===== src/rtl/stopwatch_pkg.sv =====
`default_nettype none
// ============================================================================
//  Package     : stopwatch_pkg
//  Description : Shared definitions for the stopwatch display path: status
//                encodings, display digit indices and active-low
//                seven-segment patterns (bit0 = a ... bit6 = g).
//  Revision    : 1.0  initial release
// ============================================================================
package stopwatch_pkg;

    // Stopwatch state reported by stopwatch_top
    typedef enum logic [1:0] {
        ST_IDLE    = 2'b00,
        ST_RUNNING = 2'b01,
        ST_PAUSED  = 2'b10
    } status_t;

    // Display digit positions, also the an_n bit index
    typedef enum logic [1:0] {
        DIG_SEC_UNITS = 2'd0,
        DIG_SEC_TENS  = 2'd1,
        DIG_MIN_UNITS = 2'd2,
        DIG_MIN_TENS  = 2'd3
    } digit_t;

    // Active-low segment patterns, {g,f,e,d,c,b,a}
    localparam logic [6:0] SEG_0     = 7'h40;
    localparam logic [6:0] SEG_1     = 7'h79;
    localparam logic [6:0] SEG_2     = 7'h24;
    localparam logic [6:0] SEG_3     = 7'h30;
    localparam logic [6:0] SEG_4     = 7'h19;
    localparam logic [6:0] SEG_5     = 7'h12;
    localparam logic [6:0] SEG_6     = 7'h02;
    localparam logic [6:0] SEG_7     = 7'h78;
    localparam logic [6:0] SEG_8     = 7'h00;
    localparam logic [6:0] SEG_9     = 7'h10;
    localparam logic [6:0] SEG_BLANK = 7'h7F;

    // BCD nibble to segment pattern; codes above 9 cannot come out of the
    // converter, but are shown blank rather than as garbage if they do.
    function automatic logic [6:0] seg_encode(input logic [3:0] digit);
        case (digit)
            4'd0:    return SEG_0;
            4'd1:    return SEG_1;
            4'd2:    return SEG_2;
            4'd3:    return SEG_3;
            4'd4:    return SEG_4;
            4'd5:    return SEG_5;
            4'd6:    return SEG_6;
            4'd7:    return SEG_7;
            4'd8:    return SEG_8;
            4'd9:    return SEG_9;
            default: return SEG_BLANK;
        endcase
    endfunction

endpackage
`default_nettype wire


===== src/rtl/stopwatch_display_if.sv =====
`default_nettype none
// ============================================================================
//  Interface   : stopwatch_display_if
//  Description : Time/status bus from stopwatch_top to stopwatch_display.
//                minutes [7:0] binary minutes 0..255
//                seconds [5:0] binary seconds 0..59
//                status  [1:0] stopwatch state (see stopwatch_pkg::status_t)
//                master = producer (stopwatch_top), slave = display stage.
//  Revision    : 1.0  initial release
// ============================================================================
interface stopwatch_display_if;
    logic [7:0] minutes;
    logic [5:0] seconds;
    logic [1:0] status;

    modport master (output minutes, output seconds, output status);
    modport slave  (input  minutes, input  seconds, input  status);
endinterface
`default_nettype wire


===== src/rtl/bin2bcd_serial.sv =====
`default_nettype none
// ============================================================================
//  Module      : bin2bcd_serial
//  Description : Sequential double-dabble binary to BCD converter, one bit
//                per clock, MSB first. A start pulse loads 'bin' (the value
//                left-aligned in WIDTH bits) and clears the BCD register;
//                'len' is the number of bits to convert, so one instance can
//                be time-shared between operands of different widths.
//  Ports       : clk, rst_n      clock, asynchronous active-low reset
//                start           load bin/len, restart conversion
//                len             bits to convert (1..WIDTH)
//                bin             left-aligned binary operand
//                done            the coming edge performs the final shift;
//                                bcd_next then holds the finished result
//                almost_done     two shifts remain
//                bcd_next        BCD value after the current iteration
//  Revision    : 1.0  initial release
// ============================================================================
module bin2bcd_serial #(
    parameter  int WIDTH  = 8,
    localparam int DIGITS = (WIDTH + 2) / 3,
    localparam int BCD_W  = 4 * DIGITS,
    localparam int LEN_W  = $clog2(WIDTH + 1)
) (
    input  logic             clk,
    input  logic             rst_n,
    input  logic             start,
    input  logic [LEN_W-1:0] len,
    input  logic [WIDTH-1:0] bin,
    output logic             done,
    output logic             almost_done,
    output logic [BCD_W-1:0] bcd_next
);

    logic [WIDTH-1:0] r_shift;
    logic [BCD_W-1:0] r_bcd;
    logic [LEN_W-1:0] r_rem;
    logic [BCD_W-1:0] w_adj;
    logic             w_unused_msb;

    // Add-3 correction on every nibble that would overflow after doubling
    always_comb begin
        w_adj = r_bcd;
        for (int d = 0; d < DIGITS; d++) begin
            if (r_bcd[4*d +: 4] >= 4'd5) begin
                w_adj[4*d +: 4] = r_bcd[4*d +: 4] + 4'd3;
            end
        end
    end

    // DIGITS is sized so the top bit never carries out for a WIDTH-bit input
    assign w_unused_msb = w_adj[BCD_W-1];
    assign bcd_next     = {w_adj[BCD_W-2:0], r_shift[WIDTH-1]};
    assign done         = (r_rem == LEN_W'(1));
    assign almost_done  = (r_rem == LEN_W'(2));

    always_ff @(posedge clk or negedge rst_n) begin
        if (!rst_n) begin
            r_shift <= '0;
            r_bcd   <= '0;
            r_rem   <= '0;
        end else if (start) begin
            r_shift <= bin;
            r_bcd   <= '0;
            r_rem   <= len;
        end else if (r_rem != '0) begin
            r_bcd   <= bcd_next;
            r_shift <= {r_shift[WIDTH-2:0], 1'b0};
            r_rem   <= r_rem - LEN_W'(1);
        end
    end

endmodule
`default_nettype wire


===== src/rtl/stopwatch_display.sv =====
`default_nettype none
// ============================================================================
//  Module      : stopwatch_display
//  Description : Display stage for the stopwatch. Snapshots minutes/seconds
//                on change, converts them to BCD with one shared serial
//                double-dabble engine, commits all digits at once and scans
//                a 4-digit common-anode seven-segment display as MM.SS.
//                Minutes >= 100 show value mod 100 and raise min_ovf.
//  Ports       : clk, rst_n      clock, asynchronous active-low reset
//                bus             stopwatch_display_if.slave (minutes,
//                                seconds, status)
//                seg_n[6:0]      active-low segments, bit0 = a
//                dp_n            active-low decimal point (MM.SS separator)
//                an_n[3:0]       active-low digit enables, bit0 = sec units
//                min_ovf         committed minutes >= 100
//  Options     : DISPLAY_BLINK_EN - blank the display every other BLINK_DIV
//                cycles while status is PAUSED. Without it status is unused.
//  Revision    : 1.0  initial release
// ============================================================================
module stopwatch_display
    import stopwatch_pkg::*;
#(
    parameter int REFRESH_DIV = 50000,
    parameter int BLINK_DIV   = 25000000
) (
    input  logic                clk,
    input  logic                rst_n,
    stopwatch_display_if.slave  bus,
    output logic [6:0]          seg_n,
    output logic                dp_n,
    output logic [3:0]          an_n,
    output logic                min_ovf
);

    localparam int MIN_W     = 8;
    localparam int SEC_W     = 6;
    localparam int CNV_LEN_W = $clog2(MIN_W + 1);
    localparam int REF_W     = $clog2(REFRESH_DIV);

    localparam logic [2:0] S_IDLE   = 3'd0;
    localparam logic [2:0] S_LOAD   = 3'd1;
    localparam logic [2:0] S_MIN    = 3'd2;
    localparam logic [2:0] S_SEC    = 3'd3;
    localparam logic [2:0] S_COMMIT = 3'd4;

    logic [2:0]           r_state;
    logic [2:0]           w_state_nxt;

    logic [MIN_W-1:0]     r_snap_min;
    logic [SEC_W-1:0]     r_snap_sec;
    logic [11:0]          r_min_bcd;
    logic [3:0]           r_sec_units;
    logic [3:0]           r_sec_tens;
    logic [3:0]           r_min_units;
    logic [3:0]           r_min_tens;
    logic                 r_ovf;

    logic [REF_W-1:0]     r_ref;
    logic [1:0]           r_idx;
    logic [3:0]           w_digit;
    logic                 w_blank;

    logic                 w_input_changed;
    logic                 w_cnv_start;
    logic [MIN_W-1:0]     w_cnv_bin;
    logic [CNV_LEN_W-1:0] w_cnv_len;
    logic                 w_cnv_done;
    logic                 w_cnv_almost;
    logic [11:0]          w_cnv_bcd;
    logic                 w_snap_load;
    logic                 w_min_capture;
    logic                 w_commit;

    assign w_input_changed = ({bus.minutes, bus.seconds} != {r_snap_min, r_snap_sec});

    // ------------------------------------------------------------------
    // Conversion FSM
    // ------------------------------------------------------------------
    always_ff @(posedge clk or negedge rst_n) begin
        if (!rst_n) begin
            r_state <= S_IDLE;
        end else begin
            r_state <= w_state_nxt;
        end
    end

    // S_SEC leaves one shift early: the last seconds shift happens on the
    // S_COMMIT edge and is written straight into the display digits.
    always_comb begin
        w_state_nxt = r_state;
        case (r_state)
            S_IDLE:   if (w_input_changed) w_state_nxt = S_LOAD;
            S_LOAD:   w_state_nxt = S_MIN;
            S_MIN:    if (w_cnv_done) w_state_nxt = S_SEC;
            S_SEC:    if (w_cnv_almost) w_state_nxt = S_COMMIT;
            S_COMMIT: w_state_nxt = S_IDLE;
            default:  w_state_nxt = S_IDLE;
        endcase
    end

    // The minutes converter is loaded from the live inputs on the same edge
    // that fills the snapshot, so both see the identical value. Seconds are
    // restarted on the edge that finishes minutes, left-aligned in 8 bits.
    always_comb begin
        w_cnv_start   = 1'b0;
        w_cnv_bin     = {r_snap_sec, 2'b00};
        w_cnv_len     = CNV_LEN_W'(SEC_W);
        w_snap_load   = 1'b0;
        w_min_capture = 1'b0;
        w_commit      = 1'b0;
        case (r_state)
            S_LOAD: begin
                w_cnv_start = 1'b1;
                w_cnv_bin   = bus.minutes;
                w_cnv_len   = CNV_LEN_W'(MIN_W);
                w_snap_load = 1'b1;
            end
            S_MIN: begin
                if (w_cnv_done) begin
                    w_cnv_start   = 1'b1;
                    w_min_capture = 1'b1;
                end
            end
            S_COMMIT: w_commit = 1'b1;
            default: ;
        endcase
    end

    bin2bcd_serial #(
        .WIDTH (MIN_W)
    ) u_bin2bcd (
        .clk         (clk),
        .rst_n       (rst_n),
        .start       (w_cnv_start),
        .len         (w_cnv_len),
        .bin         (w_cnv_bin),
        .done        (w_cnv_done),
        .almost_done (w_cnv_almost),
        .bcd_next    (w_cnv_bcd)
    );

    // ------------------------------------------------------------------
    // Snapshot, intermediate minutes BCD, committed digits
    // ------------------------------------------------------------------
    always_ff @(posedge clk or negedge rst_n) begin
        if (!rst_n) begin
            r_snap_min  <= '0;
            r_snap_sec  <= '0;
            r_min_bcd   <= '0;
            r_sec_units <= '0;
            r_sec_tens  <= '0;
            r_min_units <= '0;
            r_min_tens  <= '0;
            r_ovf       <= 1'b0;
        end else begin
            if (w_snap_load) begin
                r_snap_min <= bus.minutes;
                r_snap_sec <= bus.seconds;
            end
            if (w_min_capture) begin
                r_min_bcd <= w_cnv_bcd;
            end
            if (w_commit) begin
                r_sec_units <= w_cnv_bcd[3:0];
                r_sec_tens  <= w_cnv_bcd[7:4];
                r_min_units <= r_min_bcd[3:0];
                r_min_tens  <= r_min_bcd[7:4];
                r_ovf       <= (r_min_bcd[11:8] != 4'd0);
            end
        end
    end

    // ------------------------------------------------------------------
    // Digit scan, free-running and independent of the converter
    // ------------------------------------------------------------------
    always_ff @(posedge clk or negedge rst_n) begin
        if (!rst_n) begin
            r_ref <= '0;
            r_idx <= 2'd0;
        end else if (r_ref == REF_W'(REFRESH_DIV - 1)) begin
            r_ref <= '0;
            r_idx <= r_idx + 2'd1;
        end else begin
            r_ref <= r_ref + REF_W'(1);
        end
    end

    always_comb begin
        w_digit = r_sec_units;
        case (r_idx)
            DIG_SEC_UNITS: w_digit = r_sec_units;
            DIG_SEC_TENS:  w_digit = r_sec_tens;
            DIG_MIN_UNITS: w_digit = r_min_units;
            DIG_MIN_TENS:  w_digit = r_min_tens;
            default:       w_digit = r_sec_units;
        endcase
    end

    // ------------------------------------------------------------------
    // Optional pause blink
    // ------------------------------------------------------------------
`ifdef DISPLAY_BLINK_EN
    localparam int BLINK_W = (BLINK_DIV > 1) ? $clog2(BLINK_DIV) : 1;

    logic [BLINK_W-1:0] r_blink_cnt;
    logic               r_phase;

    // Held at zero outside PAUSED so a fresh pause starts visible
    always_ff @(posedge clk or negedge rst_n) begin
        if (!rst_n) begin
            r_blink_cnt <= '0;
            r_phase     <= 1'b0;
        end else if (bus.status != ST_PAUSED) begin
            r_blink_cnt <= '0;
            r_phase     <= 1'b0;
        end else if (r_blink_cnt == BLINK_W'(BLINK_DIV - 1)) begin
            r_blink_cnt <= '0;
            r_phase     <= ~r_phase;
        end else begin
            r_blink_cnt <= r_blink_cnt + BLINK_W'(1);
        end
    end

    assign w_blank = (bus.status == ST_PAUSED) && r_phase;
`else
    logic w_unused_cfg;

    assign w_blank      = 1'b0;
    assign w_unused_cfg = (^bus.status) ^ BLINK_DIV[0];
`endif

    // ------------------------------------------------------------------
    // Registered display outputs
    // ------------------------------------------------------------------
    always_ff @(posedge clk or negedge rst_n) begin
        if (!rst_n) begin
            an_n    <= 4'b1111;
            seg_n   <= SEG_BLANK;
            dp_n    <= 1'b1;
            min_ovf <= 1'b0;
        end else begin
            an_n    <= w_blank ? 4'b1111 : ~(4'b0001 << r_idx);
            seg_n   <= seg_encode(w_digit);
            dp_n    <= (r_idx != DIG_MIN_UNITS);
            min_ovf <= r_ovf;
        end
    end

endmodule
`default_nettype wire


===== src/flat_wrapper.sv =====
// flat-port wrapper written by rule: the top's interface ports become plain ports
module stopwatch_display_flat import stopwatch_pkg::*;
#(
    parameter int REFRESH_DIV = 50000,
    parameter int BLINK_DIV   = 25000000
)
  (clk, rst_n, seg_n, dp_n, an_n, min_ovf, bus_minutes, bus_seconds, bus_status);
  stopwatch_display_if bus_i ();
  input  logic clk;
  input  logic rst_n;
  output logic [6:0] seg_n;
  output logic dp_n;
  output logic [3:0] an_n;
  output logic min_ovf;
  input wire logic [$bits(bus_i.minutes)-1:0] bus_minutes;
  input wire logic [$bits(bus_i.seconds)-1:0] bus_seconds;
  input wire logic [$bits(bus_i.status)-1:0] bus_status;
  assign bus_i.minutes = bus_minutes;
  assign bus_i.seconds = bus_seconds;
  assign bus_i.status = bus_status;
  stopwatch_display #(.REFRESH_DIV(REFRESH_DIV), .BLINK_DIV(BLINK_DIV)) u_core (.clk(clk), .rst_n(rst_n), .bus(bus_i), .seg_n(seg_n), .dp_n(dp_n), .an_n(an_n), .min_ovf(min_ovf));
endmodule

===== config.mk =====
export PLATFORM = sky130hd
export DESIGN_NAME = stopwatch_display_flat
export DESIGN_NICKNAME = d
export VERILOG_FILES = /design/src/rtl/stopwatch_pkg.sv /design/src/rtl/stopwatch_display_if.sv /design/src/rtl/bin2bcd_serial.sv /design/src/rtl/stopwatch_display.sv /design/src/flat_wrapper.sv
export SDC_FILE = /design/constraint.sdc
export NUM_CORES = 1
export LEC_CHECK = 0
export CAP_MARGIN = 40
export CELL_PAD_IN_SITES_DETAIL_PLACEMENT = 0
export CELL_PAD_IN_SITES_GLOBAL_PLACEMENT = 1
export CORE_ASPECT_RATIO = 1.25
export CORE_MARGIN = 2
export CORE_UTILIZATION = 30
export DETAILED_ROUTE_END_ITERATION = 7
export GPL_TIMING_DRIVEN = 0
export PLACE_DENSITY = 0.51
export SLEW_MARGIN = 20
export SYNTH_ARGS = -nofsm -noshare
export SYNTH_HDL_FRONTEND = slang
export SYNTH_SLANG_ARGS = --single-unit

===== constraint.sdc =====
create_clock -name clk -period 2.4 [get_ports clk]
set_input_delay 0.36 -clock clk [delete_from_list [all_inputs] [get_ports clk]]
set_output_delay 0.36 -clock clk [all_outputs]
set_load 0.1 [all_outputs]

==> qor.yml <==
status:
  outcome: "finished with violations"
  violations: "design-rule violations"
place:
  place_ws_ns: 0.243
  place.port_buffers: 28
  routabilityCongestion: 0.725
  post-dp-hpwl_um: 7600
clock_tree:
  cts_root_buf: "clkbuf_16"
  clockBufferDepth: 2
  numCtsBuffers: 9
  hold_buffers: 0
  cts_num_sinks: 100
  tritoncts: "yes"
  cts-resized-gates: 0
  htreeDepth: 3
  cts_setup_buffers: 0
  clkSlewWorstSetupHoldPaths_ns: 0.07
  clk_latency_ns: 0.35
yosys:
  synth-main-ff-cell: "dfrtp_1"
  yosysMostFrequentCell: "nand2_1"
  synth_nets: 517
  synth_edf_count: 0
  synthTopCellsByArea: "dfrtp_1 47%, nand2_1 9.2%, dfstp_2 6.1%"
  yosysSeqAreaShare_pct: 53.2
  synth.top_cell.area_share_pct: 47.1
  ys_top_cells_by_count: "116 x nand2_1, 89 x dfrtp_1, 36 x o21ai_0"
  syn_area_per_cell_um2: 9.85
  async_flop_share_pct: 100
  yosys_warnings: 0
  synth_top_area_cell: "dfrtp_1"
  synthCells: 480
  synthesis.area_um2: 4730
  synthDistinctLibCells: 46
  ys_ff_latch: 100
critical_path:
  arrival_ns: 2.46
  crit_type: "reg -> reg"
  reg2reg_from: "u_core.r_idx[0]"
  end_kind: "flip-flop"
  worstSetupStartpointType: "flip-flop"
  r2r-end: "u_core.seg_n[0]"
  ff2ff_path_depth: 7
  cp_max_fo: 5
  startpoint: "u_core.r_idx[0]"
  rrSetupSlack_ns: 0.23
  critPathRequiredTime_ns: 2.69
final_layout:
  drive_above_1_share_pct: 10.2
  nets: 570
  diodes: 0
  syn_to_final_growth_pct: 22.6
global_route:
  antenna_found_initial: 0
  grt_pass1_vias: 3541
  grt_max_degree: 61
  top_usage_layer: "met2"
  grt_pass1_wl_um: 18000
  grt_use_total_pct: 14.1
  grt_overflow_total: 0
  gr-usage-met1_pct: 16.6
  met2_usage_pct: 25.2
  met3_usage_pct: 2.89
die:
  die_area_um2: 16800
  die_h_um: 144
  start_util_pct: 30.5
  dieWidth_um: 116
  design.core.area_um2: 15500
  io_pins: 31
  rows: 51
detailed_routing:
  dr.pass1.iters: 8
  num_vias: 3414
  wl_per_cell_um: 14.0
  wl_um: 10500
  drc: 10
  drt-vias-per-instance: 4.55
  first_iter_violations: 158
  ant_nets: 0
timing:
  fin_ws_ns: 0.229
  rsz0062_at_grt: "no"
  finalMaxSlewViolations: 0
  max_slew_margin_pct: 59.2
  max_freq_ghz: 0.461
  finalCriticalPeriod_ns: 2.17
  hold_viol: 0
  clock_skew_ns: 0.00486
  setup_violations: 0
  period_share_pct: 90.4
  tns_ns: 0
  worst_pin_slew_ns: 0.611
power_and_ir_drop:
  peakVddDrop_uv: 461
  power.density_nw_per_um2: 1270
  leakage_nw: 2.66
min_path:
  holdCritPathClass: "in -> async"
job:
  cap_violations: 0
-- where the power goes --
| group | switching [mW] | internal (mW) | total, mW |
|---|---|---|---|
| clock network | 0.631 | 0.866 | 1.50 |
| registers | 0.392 | 2.35 | 2.74 |
| logic | 1.86 | 1.24 | 3.10 |
| total | 2.88 | 4.46 | 7.34 |
-- state kept, by name, summed over array words and instances (netlist names), 3 cells and up --
signal and cells:
u_core.r_ref 16, u_core.r_min_bcd 12, u_core.u_bin2bcd.r_bcd 12, u_core.r_snap_min 8, u_core.u_bin2bcd.r_shift 8, u_core.seg_n 7, u_core.r_snap_sec 6, u_core.an_n 4
u_core.r_min_tens 4, u_core.r_min_units 4, u_core.r_sec_tens 4, u_core.r_sec_units 4, u_core.u_bin2bcd.r_rem 4, u_core.r_state 3
-- how the worst max path moves through the flow --
stage	endpoint	slack (ns)	cells past startpoint
after global placement	u_core.r_snap_sec[2]	-3.19	1
after floorplan	u_core.seg_n[1]	0.53	7
after detailed placement	u_core.seg_n[0]	0.24	7
after CTS	u_core.seg_n[0]	0.22	7
final	u_core.seg_n[0]	0.23	7
after global routing	u_core.seg_n[0]	0.04	7
-- final cells by class --
| class | count | area [um2] |
|---|---|---|
| Inverter | 21 | 78.8 |
| Timing Repair Buffer | 42 | 504 |
| Sequential cell | 100 | 2520 |
| Tap cell | 212 | 265 |
| Clock inverter | 2 | 35.0 |
| Buffer | 19 | 86.3 |
| Clock buffer | 14 | 264 |
| Fill cell | 1610 | 9710 |
| Multi-Input combinational cell | 340 | 2040 |
-- critical path, cell delays in order (launching register included) --
cell and delay, ns:
dfrtp_1 0.37, inv_1 0.11, ha_1 0.27, a222oi_1 0.46
mux2i_1 0.26, nor2_2 0.26, mux2i_1 0.27, a21o_1 0.11
-- metrics by stage --
stage	instances	utilization (%)	power (mW)	hold WS [ns]	instance area (um2)
2_1_floorplan	480	-	4.94	0.0644	4730
3_3_place_gp	720	34.0	5.69	0.362	5270
3_5_place_dp	734	35.4	5.95	0.378	5500
4_1_cts	750	37.4	7.49	0.0177	5790
5_1_grt	750	37.4	7.97	0.0466	5790
6_report	750	37.4	7.34	0.00256	5790
-- metal layers --
metal,wire length [um],vias up
met5,0,-
met4,148,0
met3,283,10
met2,5530,42
met1,4560,1641
li1,-,1721
-- layout by cell type, fill, tap and decap left out, types with 4 or more instances in the layout --
master,n
nand2_1,116
nand2b_1,4
clkbuf_16,9
nand3_1,7
a2bb2oi_1,6
nor2_1,24
buf_8,13
nor3_1,5
mux2i_1,10
and2_1,6
nand4_1,6
inv_1,21
mux2_2,6
xnor2_1,23
ha_1,19
clkdlybuf4s50_1,27
dfrtp_1,89
a22oi_1,5
nor4_1,4
a222oi_1,4
o21ai_0,36
clkbuf_1,17
dfstp_2,11
a21oi_1,19
xor2_1,11
-- logic make-up after synthesis --
family                   Yosys count  synth area share [%]
XOR/XNOR                          34                  6.30
buffers and inverters             40                  3.49
AND/OR/NAND/NOR                  189                  17.9
adder cells (fa/ha/maj)           19                  5.03
flip-flops                       100                  53.2
multiplexers                      16                  3.55
AO/OA/AOI/OAI                     82                  10.5
(Power assumes the default switching activity.)
